$ cat config.mk
export PLATFORM = sky130hd
export DESIGN_NAME = lsu_mem_initiator
export DESIGN_NICKNAME = d
export VERILOG_FILES = /design/src/rtl/lsu_mem_initiator.sv
export SDC_FILE = /design/constraint.sdc
export NUM_CORES = 1
export LEC_CHECK = 0
export ABC_AREA = 1
export CORE_UTILIZATION = 25
export DETAILED_ROUTE_END_ITERATION = 10
export DONT_BUFFER_PORTS = 1
export GPL_ROUTABILITY_DRIVEN = 0
export HOLD_SLACK_MARGIN = 0.12
export MAX_ROUTING_LAYER = met4
export SLEW_MARGIN = 0
export SYNTH_ARGS = -nofsm -noshare
export SYNTH_HDL_FRONTEND = slang
export SYNTH_SLANG_ARGS = --single-unit
$ cat constraint.sdc
create_clock -name clk -period 3.7 [get_ports clk]
set_input_delay 0.37 -clock clk [delete_from_list [all_inputs] [get_ports clk]]
set_output_delay 0.37 -clock clk [all_outputs]
set_load 0.005 [all_outputs]
$ cat src/rtl/lsu_mem_initiator.sv
// Load/store initiator: turns one RV32I load/store from the core into one or
// two word-aligned, byte-enabled memory transactions with a req/gnt handshake,
// merges read beats and returns a single extended result.
module lsu_mem_initiator #(
   parameter bit ALLOW_MISALIGNED = 1'b1
) (
   input  logic        clk,
   input  logic        rst,
   input  logic        in_valid,
   output logic        in_ready,
   input  logic [2:0]  is_load,
   input  logic [1:0]  is_store,
   input  logic [31:0] addr,
   input  logic [31:0] wr_data,
   output logic        out_valid,
   output logic [31:0] rd_data,
   output logic        err,
   output logic        mem_req,
   output logic        mem_we,
   output logic [31:0] mem_addr,
   output logic [3:0]  mem_be,
   output logic [31:0] mem_wdata,
   input  logic        mem_gnt,
   input  logic        mem_rvalid,
   input  logic [31:0] mem_rdata
);

   typedef enum logic [2:0] {
      ST_IDLE  = 3'd0,
      ST_REQ0  = 3'd1,
      ST_RESP0 = 3'd2,
      ST_REQ1  = 3'd3,
      ST_RESP1 = 3'd4,
      ST_DONE  = 3'd5,
      ST_ERR   = 3'd6
   } state_e;

   state_e      state_r, state_nxt_s;
   logic [31:0] addr_r, wr_data_r, rd_data_r;
   logic [31:0] buf0_r, buf1_r, buf0_nxt_s, buf1_nxt_s;
   logic [2:0]  load_r;
   logic [1:0]  store_r;
   logic [2:0]  size_s;
   logic [1:0]  off_s;
   logic        split_s;
   logic [7:0]  mask_s;
   logic [63:0] wdata64_s;
   logic [31:0] beat0_addr_s, beat1_addr_s;
   logic [31:0] merged_s, ext_s;

   // Access size in bytes (1, 2 or 4); 0 when no operation is requested.
   function automatic logic [2:0] size_f(input logic [2:0] ld, input logic [1:0] st);
      logic [2:0] n;
      n = 3'd0;
      case (ld)
         3'b001, 3'b101: n = 3'd1;
         3'b010, 3'b110: n = 3'd2;
         3'b011:         n = 3'd4;
         default: begin
            case (st)
               2'b01:   n = 3'd1;
               2'b10:   n = 3'd2;
               2'b11:   n = 3'd4;
               default: n = 3'd0;
            endcase
         end
      endcase
      return n;
   endfunction

   // An access crosses a word boundary when its last byte lands past lane 3.
   function automatic logic split_f(input logic [1:0] off, input logic [2:0] n);
      return (({1'b0, off} + n) > 3'd4);
   endfunction

   // Both load and store requested, or a reserved load encoding.
   function automatic logic illegal_f(input logic [2:0] ld, input logic [1:0] st);
      return ((ld != 3'b000) && (st != 2'b00)) || (ld == 3'b100) || (ld == 3'b111);
   endfunction

   // State register.
   always_ff @(posedge clk) begin
      if (rst) begin
         state_r <= ST_IDLE;
      end else begin
         state_r <= state_nxt_s;
      end
   end

   // Request latch, read-beat buffers and the held result register.
   always_ff @(posedge clk) begin
      if (rst) begin
         addr_r    <= 32'h0;
         wr_data_r <= 32'h0;
         load_r    <= 3'b000;
         store_r   <= 2'b00;
         buf0_r    <= 32'h0;
         buf1_r    <= 32'h0;
         rd_data_r <= 32'h0;
      end else begin
         buf0_r <= buf0_nxt_s;
         buf1_r <= buf1_nxt_s;
         if ((state_r == ST_IDLE) && in_valid) begin
            addr_r    <= addr;
            wr_data_r <= wr_data;
            load_r    <= is_load;
            store_r   <= is_store;
         end
         if ((state_nxt_s == ST_DONE) && (state_r != ST_DONE)) begin
            rd_data_r <= ext_s;
         end
      end
   end

   // Next-state selection for the beat sequencing.
   always_comb begin
      state_nxt_s = state_r;
      case (state_r)
         ST_IDLE: begin
            if (!in_valid) begin
               state_nxt_s = ST_IDLE;
            end else if (illegal_f(is_load, is_store)) begin
               state_nxt_s = ST_ERR;
            end else if ((is_load == 3'b000) && (is_store == 2'b00)) begin
               state_nxt_s = ST_IDLE;
            end else if (!ALLOW_MISALIGNED && split_f(addr[1:0], size_f(is_load, is_store))) begin
               state_nxt_s = ST_ERR;
            end else begin
               state_nxt_s = ST_REQ0;
            end
         end
         ST_REQ0: begin
            if (!mem_gnt) begin
               state_nxt_s = ST_REQ0;
            end else if (load_r != 3'b000) begin
               state_nxt_s = ST_RESP0;
            end else if (split_s) begin
               state_nxt_s = ST_REQ1;
            end else begin
               state_nxt_s = ST_DONE;
            end
         end
         ST_RESP0: begin
            if (!mem_rvalid) begin
               state_nxt_s = ST_RESP0;
            end else if (split_s) begin
               state_nxt_s = ST_REQ1;
            end else begin
               state_nxt_s = ST_DONE;
            end
         end
         ST_REQ1: begin
            if (!mem_gnt) begin
               state_nxt_s = ST_REQ1;
            end else if (load_r != 3'b000) begin
               state_nxt_s = ST_RESP1;
            end else begin
               state_nxt_s = ST_DONE;
            end
         end
         ST_RESP1: begin
            if (mem_rvalid) begin
               state_nxt_s = ST_DONE;
            end else begin
               state_nxt_s = ST_RESP1;
            end
         end
         ST_DONE: state_nxt_s = ST_IDLE;
         ST_ERR:  state_nxt_s = ST_IDLE;
         default: state_nxt_s = ST_IDLE;
      endcase
   end

   // Beat addresses, 8-lane byte mask and lane-shifted store data.
   always_comb begin
      size_s       = size_f(load_r, store_r);
      off_s        = addr_r[1:0];
      split_s      = split_f(off_s, size_s);
      beat0_addr_s = {addr_r[31:2], 2'b00};
      beat1_addr_s = beat0_addr_s + 32'd4;
      case (size_s)
         3'd1:    mask_s = 8'h01 << off_s;
         3'd2:    mask_s = 8'h03 << off_s;
         3'd4:    mask_s = 8'h0F << off_s;
         default: mask_s = 8'h00;
      endcase
      wdata64_s = {32'h0, wr_data_r} << {off_s, 3'b000};
   end

   // Read-beat capture; buffers are cleared when a new request is accepted.
   always_comb begin
      buf0_nxt_s = buf0_r;
      buf1_nxt_s = buf1_r;
      if ((state_r == ST_IDLE) && in_valid) begin
         buf0_nxt_s = 32'h0;
         buf1_nxt_s = 32'h0;
      end else if ((state_r == ST_RESP0) && mem_rvalid) begin
         buf0_nxt_s = mem_rdata;
      end else if ((state_r == ST_RESP1) && mem_rvalid) begin
         buf1_nxt_s = mem_rdata;
      end else begin
         buf0_nxt_s = buf0_r;
         buf1_nxt_s = buf1_r;
      end
   end

   // Align the two-word buffer to the byte offset and extend per load type.
   always_comb begin
      case (off_s)
         2'd0:    merged_s = buf0_nxt_s;
         2'd1:    merged_s = {buf1_nxt_s[7:0],  buf0_nxt_s[31:8]};
         2'd2:    merged_s = {buf1_nxt_s[15:0], buf0_nxt_s[31:16]};
         2'd3:    merged_s = {buf1_nxt_s[23:0], buf0_nxt_s[31:24]};
         default: merged_s = buf0_nxt_s;
      endcase
      case (load_r)
         3'b001:  ext_s = {{24{merged_s[7]}}, merged_s[7:0]};
         3'b101:  ext_s = {24'h0, merged_s[7:0]};
         3'b010:  ext_s = {{16{merged_s[15]}}, merged_s[15:0]};
         3'b110:  ext_s = {16'h0, merged_s[15:0]};
         3'b011:  ext_s = merged_s;
         default: ext_s = 32'h0;
      endcase
   end

   // Output decode from the registered state and latched request.
   always_comb begin
      in_ready  = 1'b0;
      out_valid = 1'b0;
      err       = 1'b0;
      mem_req   = 1'b0;
      mem_we    = (store_r != 2'b00);
      mem_addr  = beat0_addr_s;
      mem_be    = mask_s[3:0];
      mem_wdata = wdata64_s[31:0];
      rd_data   = rd_data_r;
      case (state_r)
         ST_IDLE: in_ready  = 1'b1;
         ST_REQ0: mem_req   = 1'b1;
         ST_REQ1: begin
            mem_req   = 1'b1;
            mem_addr  = beat1_addr_s;
            mem_be    = mask_s[7:4];
            mem_wdata = wdata64_s[63:32];
         end
         ST_DONE: out_valid = 1'b1;
         ST_ERR:  err       = 1'b1;
         default: in_ready  = 1'b0;
      endcase
   end

endmodule
## After elaboration in Yosys (flattened, before gate mapping)

Index checks and enable logic that the tools add are counted.
W data, S select, Z words.

| word-level totals | value |
|---|---|
| register bits after elaboration | 160 |
| memories kept | 0 |
| bits in latches | 0 |
| input bits | 106 |
| logic and storage cells | 86 |
| memory bits (read-only) | 0 |
| RAM bits | 0 |

| operators by class | value |
|---|---|
| add/subtract/negate cells | 2 |
| $lt $le $gt $ge | 1 |
| eq/ne operators | 24 |
| div/mod/pow operators | 0 |
| multipliers | 0 |
| multiplexer cells | 28 |
| shift operators | 4 |
| bitwise gates (word level) | 0 |
| reductions and logical operators | 19 |

Operators with widths:

| cell | number |
|---|---|
| $pmux W32 S5 | 1 |
| $mux W32 | 4 |
| $pmux W32 S4 | 1 |
| $mux W24 | 3 |
| $shl A32 B5 Y64 | 1 |
| $add A32 B3 Y32 const B | 1 |
| $eq A3 B3 Y1 const B | 9 |
| $pmux W8 S3 | 1 |
| $mux W3 | 7 |
| $pmux W3 S3 | 2 |
| $eq A3 B2 Y1 const B | 5 |
| $pmux W3 S5 | 1 |
| $eq A3 B1 Y1 const B | 3 |
| $eq A2 B2 Y1 const B | 4 |
| $shl A1 B2 Y8 const A | 1 |
| $shl A2 B2 Y8 const A | 1 |
| $shl A4 B2 Y8 const A | 1 |
| $mux W1 | 7 |
| $logic_and A1 B1 Y1 | 6 |
| $logic_not A3 Y1 | 2 |
| $reduce_bool A3 Y1 | 2 |
| $reduce_or A2 Y1 | 3 |
| $eq A2 B1 Y1 const B | 2 |
| $logic_not A2 Y1 | 2 |
| other kinds (6) | 8 |

## Logic depth before layout (Yosys ltp)

Gate-level depths: netlist of run 1.

| depth | value |
|---|---|
| depth after elaboration | 11 |
| gate-level depth with buffers | 19 |
| gate-level depth less buffers | 18 |

## Least setup slack after synthesis of run 1

OpenSTA, ideal clock, no wires.

| path | value |
|---|---|
| path type | reg-to-reg |
| from | register load_r[2] |
| to | register rd_data_r[5], in the netlist rd_data[5] |
| required time | 3572 ps |
| arrival | 2656 ps |
| clock period less this slack | 2783 ps |
| slack | 917 ps |
| cell stages (with the launch flop) | 18 |
| buffers on the path | 1 |
| cells stage by stage | dfxtp_1 -> inv_1 -> nand3_1 -> nand2_1 -> nor2_1 -> a31oi_1 -> inv_1 -> fa_1 -> or2_2 -> nand3_2 -> nand3_1 -> nand3_2 -> nand2_4 -> inv_2 -> buf_4 -> nor2_1 -> nor2_1 -> nor2_1 |

| between the ends | value |
|---|---|
| longest elaborated chain between the ends | 11 |

RTL lines:

| element | line | source |
|---|---|---|
| from (decl) | 41 | `logic [2:0] load_r;` |
| from (signal assigned) | 106 | `load_r <= is_load;` |
| $eq A3 B3 Y1 (tied with other cells) | 55, 216 |  |
| $reduce_or A2 Y1 | 55 | `case (ld)` |
| $pmux W3 S3 | 55 |  |
| $add A2 B3 Y3 | 73 | `return (({1'b0, off} + n) > 3'd4);` |
| $gt A3 B3 Y1 | 73 |  |
| $mux W3 | 137, 146 |  |
| $mux W3 | 135 | `end else if (load_r != 3'b000) begin` |
| $mux W3 | 133 | `if (!mem_gnt) begin` |
| $pmux W3 S5 | 118 | `case (state_r)` |
| $eq A3 B3 Y1 | 109 | `if ((state_nxt_s == ST_DONE) && (state_r != ST_DONE)) begin` |
| $logic_and A1 B1 Y1 | 109 |  |
| to (signal assigned) | 110 | `rd_data_r <= ext_s;` |
| to (decl) | 39 | `logic [31:0] addr_r, wr_data_r, rd_data_r;` |

Parallel ways exist; a longest one is shown, timed or not.
A chain may end at the register's enable or synchronous reset.

## Final worst setup path of run 1

| path | value |
|---|---|
| from | register load_r[2] |
| to | register rd_data_r[16], in the netlist rd_data[16] |

Same word-level chain as after synthesis.

==> metrics.txt, run 1 <==
status completed; pwr dens roughly 580 nW/µm²; sequential cell area fraction in the yosys report 34.8%; Setup Crit Path Kind reg2reg; Core Box Area 35900 µm²; clk_lat worst skew around 0.45 ns; synthesized area per cell around 6.5 µm²; Max Cap Viol 0; Clock Tree Buf Depth 2; fmax between 200 and 300 MHz; area grow syn2layout 14.6%; placed insts around 1.8k; Netlist cell types between 40 and 50; critical path data required time between 4 and 5 ns; clk slew on worst S/H paths 0.07 ns; Worst path top cell family by delay simple AND/OR/NAND/NOR gates; vias per std cell 5.03; # DRC 0; Crit-path slowest cell fa_1; fill count about 4k; routed length per instance roughly 18 µm; Post-Syn Area between 9000 and 10000 µm²; Rel. slew slack 52.6%; Worst Clk Skew around 0.015 ns; async set-or-reset flop fraction in the synthesized netlist 0%; first-pass GRT wire length roughly 52 mm; initial antenna violation count 1; Die ar. 37600 µm²; pin count of the biggest net entering global routing 97; Worst Setup End Kind flop; Die Wd slightly below 200 µm; WL final 33.7 mm; leakage 4.14 nW; max-slew violations 0; drt first pass iters 6; CP arrival 3.70 ns; met2 Resource Use GR approximately 29%; Tmin final between 3 and 4 ns; number of global-route vias before repair around 8.9k; htree depth 4; CTS tree done; Worst-Margin Slew a little over 0.7 ns; Fin. Hold Viols 0; gr busiest metal met2; Final HPWL DP around 24 mm; Primary FF master, synth dfxtp_1; period utilisation layout roughly nine tenths; CP Launch Point load_r[2]; CTS Sinks 160; Post-synth EDFFs 0; final setup fails 0; Yosys top cell by area dfxtp_1; synthesized netlist cell count about 1.4k; nets 1524; DIE HEIGHT between 150 and 200 µm; sum of buffers and inverters on the critical path 2; crit-path max cell delay just over 0.4 ns; Setup TNS 0 ns; startpoint types flop; hold path start wr_data[4]; Peak VDD IR roughly 0.43 mV; met3 usage 5.77%; Detail Route Antenna Nets 0; Starting DRT DRC Count about 730; total gr overflow 0; worst path cell trace inv_1, nand3_1, nand2_1, nor2_1, a31oi_1, inv_1, fa_1, or2_2, nand3_2, nand3_1, nand3_2, nand2_4, nor2_8, nand2_1, a21oi_1; Synth Register Bits 160; share of layout cells above drive strength 1 just over 7%; top cells by area, synth dfxtp_1 35%, nand2_1 12%, o21ai_0 8.1%; YS warnings 0; post-route insts no fill roughly 1.9k; Starting Density between 20% and 30%; HP Class in2reg; CTS root buf clkbuf_16; setup bufs post-CTS 0; I/O pin total about 210; total track usage a little under a fifth; number of vias after detailed routing 9517; I/O Buffers 0; TritonCTS Buffers 17; top-area cell type share of the netlist area between 30% and 40%; reg2reg start load_r[2]; Cell Rows around 70; RSZ-0062 raised after global routing no; CP Max Fanout 28; M1 GR Usage between 20% and 30%
timing repair:
| action | in CTS | in global routing |
|---|---|---|
| gates resized for setup | 0 | 0 |
| hold buffers | 41 | 0 |
| hold endpoints to repair | 128 | 0 |
final cells by class:
cell class	count	area, µm²	share of cell area (%)
Antenna cell	4	10.0	0.0948
Clock buffer	19	453	4.29
Tap cell	461	577	5.47
Sequential cell	160	3200	30.4
Inverter	159	598	5.67
Timing Repair Buffer	66	616	5.83
Multi-Input combinational cell	1011	4990	47.3
Clock inverter	13	105	0.996
layer usage:
metal,routed length (µm),vias up
met1,14500,4450
met4,367,0
li1,-,4685
met2,15700,356
met5,0,-
met3,3140,26
sequential cells by signal, indices dropped and copies added (netlist names):
name and count:
addr_r 32, buf0_r 32, state_r 3, wr_data_r 32
rd_data 32, load_r 3, buf1_r 24, store_r 2
metrics by stage:
stage          setup slack, ns  instance area, µm²  power [mW]  util, %  hold slack, ns
2_1_floorplan            0.917                9210        3.75        -           0.439
3_3_place_gp             0.570                9560        4.33     26.6           0.452
3_5_place_dp             0.361                9560        4.35     26.6           0.455
4_1_cts                  0.320               10500        6.16     29.4           0.120
5_1_grt                 0.0576               10500        6.52     29.4           0.137
6_report                 0.360               10600        6.11     29.4           0.139
worst reg2reg max path, cell delays in order (launching register included):
cell     delay, ns
dfxtp_1       0.39
inv_1         0.08
nand3_1       0.10
nand2_1       0.13
nor2_1        0.38
a31oi_1       0.22
inv_1         0.13
fa_1          0.41
or2_2         0.29
nand3_2       0.10
nand3_1       0.11
nand3_2       0.13
nand2_4       0.21
nor2_8        0.32
nand2_1       0.10
a21oi_1       0.15
cells in the mapped netlist (4+ instances only):
cell / instances
xor2_1: 28
buf_1: 5
inv_1: 148
nor2_1: 153
buf_2: 27
or2_2: 6
inv_2: 7
o211ai_1: 12
nor2_4: 6
nand4_1: 58
o21ai_0: 149
nand3b_1: 4
nand2_1: 288
nor3_1: 26
o22ai_1: 18
a21oi_1: 136
nand3_1: 82
dfxtp_1: 160
clkbuf_1: 53
buf_4: 9
power by group:
part | internal (mW) | switching (mW) | leakage [nW]
logic | 0.607 | 1.64 | 2.57
registers | 1.96 | 0.174 | 1.31
clock network | 0.908 | 0.820 | 0.269
cell usage in the layout (no fill, tap or decap), drive strengths merged, types with 2 or more instances in the layout:
cell / netlist / routed
o21bai: 2 / 2
nand2: 294 / 294
dfxtp: 160 / 160
nand3: 86 / 86
clkinv: 4 / 10
dlygate4sd3: 0 / 40
clkinvlp: 0 / 3
inv: 155 / 159
nand3b: 4 / 4
o31ai: 2 / 2
or2: 6 / 6
o22ai: 18 / 18
diode: 0 / 4
buf: 42 / 26
o211ai: 13 / 13
a21oi: 137 / 137
clkbuf: 53 / 19
nor2: 163 / 163
o21ai: 151 / 151
ha: 2 / 2
xor2: 28 / 28
conb: 1 / 2
nor4: 4 / 4
a31oi: 3 / 3
nor3: 29 / 29
nand4: 61 / 61
final timing paths:
kind / to / slack (ns) / depth (start not counted)
setup / recovery: rd_data[16] / 0.36 / 15
hold / removal: wr_data_r[4] / 0.14 / 2
setup reg to reg: rd_data[16] / 0.36 / 15
hold reg to reg: wr_data_r[10] / 0.47 / 2
cell families (layout without fill, tap and decap cells):
group           Yosys count  after routing  synth area share [%]
xor+xnor                 29             29                  2.76
compound gates          330            330                  18.9
flops                   160            160                  34.8
fa+ha+maj                 3              3                 0.489
simple gates            647            647                  31.8
buf+inv                 254            257                  11.2
other cells               1              6                0.0407
No activity file was read; power rests on OpenSTA's default activity.
==> run 2: changes to the inputs <==
CORE_UTILIZATION = 50   (was 25)
==> metrics.txt, run 2 (same netlist as run 1, synthesis figures left out) <==
status completed; end of the worst hold path addr_r[11]; Core Util, Final 54.9% (+26 points); I/O pin total 211 (unchanged); number of global-route vias before repair 8361 (-6.1%); most frequent cells in the layout 288 x nand2_1, 159 x dfxtp_1, 152 x nor2_1; Worst Clk Skew 0.0116 ns (-0.00350 ns); Worst Setup End Kind flop; Antenna diodes 0 (-4); CTS tree done; CTS Sinks 160 (unchanged); routed length per instance 17.9 µm (+0.63%); post-CTS sizing 0 (unchanged); power after layout 6.01 mW (-1.7%); reg2reg start load_r[2]; Cell Rows 49 (-29%); total track usage 31.5% (+13 points); I/O Buffers 0 (unchanged); CP Max Fanout 28 (unchanged); placed cell area 9240 µm² (-3.4%); Design Area, Final 9900 µm² (-6.2%); dpl ws 0.432 ns (+0.0706 ns); clk slew on worst S/H paths 0.07 ns (about the same); Final HPWL DP 20.3 mm (-16%); R2R depth 16 (+1); Starting DRT DRC Count 714 (-2.5%); # hold bufs at CTS 8 (-80%); Clock Tree Buf Depth 2 (unchanged); critical path data required time 4.00 ns (-0.06 ns); Core Box Area 18000 µm² (-50%); commonest non-fill, non-tap cell in the layout nand2_1; initial antenna violation count 0 (-1); Tmin final 3.28 ns (-0.0613 ns); Detail Route Antenna Nets 0 (unchanged); CTS root buf clkbuf_16; WL final 29.0 mm (-14%); DIE HEIGHT 138 µm (-29%); clk_lat worst skew 0.43 ns (-0.02 ns); Fin. Hold Viols 0 (unchanged); hold depth 2 (unchanged); HP Class in2reg; pwr dens 607 nW/µm² (+4.8%); fmax 305 MHz (+1.9%); max-slew violations 0 (unchanged); area grow syn2layout 7.54%; Reg2Reg Capture Point rd_data[4]; total gr overflow 0 (unchanged); Peak VDD IR 0.374 mV (-13%); CP arrival 3.58 ns (-0.12 ns); setup bufs post-CTS 0 (unchanged); startpoint types flop; Worst-Margin Slew 0.800 ns (+0.0901 ns); number of vias after detailed routing 9174 (-3.6%); nets 1487 (-2.4%); pin count of the biggest net entering global routing 97 (unchanged); vias per std cell 5.66 (+13%); TritonCTS Buffers 17 (unchanged); first-pass GRT wire length 44.6 mm (-14%); Max Cap Viol 0 (unchanged); drt first pass iters 6 (unchanged); final setup fails 0 (unchanged); Setup Crit Path Kind reg2reg; RSZ-0062 raised after global routing no; leakage 3.99 nW (-3.7%); Starting Density 51.1% (+25 points); # DRC 0 (unchanged); R2R setup slack 0.42 ns (+0.06 ns); Setup TNS 0 ns (unchanged); Rel. slew slack 46.6% (-6.0 points); period utilisation layout 88.6% (-1.7 points); Die ar. 19000 µm² (-50%); share of layout cells above drive strength 1 7.12% (-0.096 points); PnR worst setup slack 0.422 ns (+0.0613 ns); Die Wd 138 µm (-29%); hold path start addr[11]; htree depth 4 (unchanged)
[run 2: worst max-delay path, cell delays in order, from the launching register on]
cell and delay, ns:
dfxtp_1 0.39, inv_1 0.07, nand3_1 0.09, nand2_1 0.13, nor2_1 0.38, a31oi_1 0.22, inv_1 0.12, fa_1 0.41
or2_2 0.29, nand3_2 0.10, nand3_1 0.11, nand3_2 0.13, nand2_4 0.21, inv_2 0.28, nor2_1 0.07, nor2_1 0.10
nor2_1 0.05
[run 2: how the worst max path moves through the flow]
| stage | startpoint | end | slack [ns] | cells after the start |
|---|---|---|---|---|
| after floorplan | load_r[2] | rd_data[5] | 0.92 | 17 |
| final | load_r[2] | rd_data[4] | 0.42 | 16 |
| after detailed placement | load_r[2] | rd_data[22] | 0.43 | 15 |
| after global routing | load_r[2] | rd_data[3] | 0.11 | 16 |
| after global placement | load_r[2] | rd_data[1] | 0.55 | 16 |
| after CTS | load_r[2] | rd_data[22] | 0.42 | 15 |
[run 2: power breakdown]
| group | switching (mW) | internal (mW) | leakage [nW] | total [mW] |
|---|---|---|---|---|
| logic | 1.60 | 0.571 | 2.41 | 2.17 |
| clock network | 0.834 | 0.893 | 0.270 | 1.73 |
| registers | 0.152 | 1.96 | 1.31 | 2.12 |
[run 2: cell type report]
cell class,count,area [µm²]
clock buffer,17,425
clock inverter,15,143
fill,1883,8120
inverter,159,598
multi-input combinational,1011,4990
sequential,160,3200
tap,229,287
timing repair buffer,29,255
[run 2: routing by layer]
| layer | part of all wire (%) | global-route usage [%] | vias to the layer above |
|---|---|---|---|
| met1 | 42 | 38.3 | 4177 |
| met2 | 46 | 49.1 | 330 |
| li1 | - | - | 4602 |
| met3 | 8.0 | 7.43 | 65 |
| met4 | 4.0 | 15.0 | 0 |
| met5 | 0 | - | - |
[run 2: through the flow]
| step | hold slack, ns | std cells |
|---|---|---|
| finish | 0.135 | 1620 |
| global route | 0.133 | 1620 |
| CTS | 0.127 | 1620 |
| global placement | 0.445 | 1580 |
| detailed placement | 0.447 | 1580 |
| floorplan | 0.439 | 1425 |
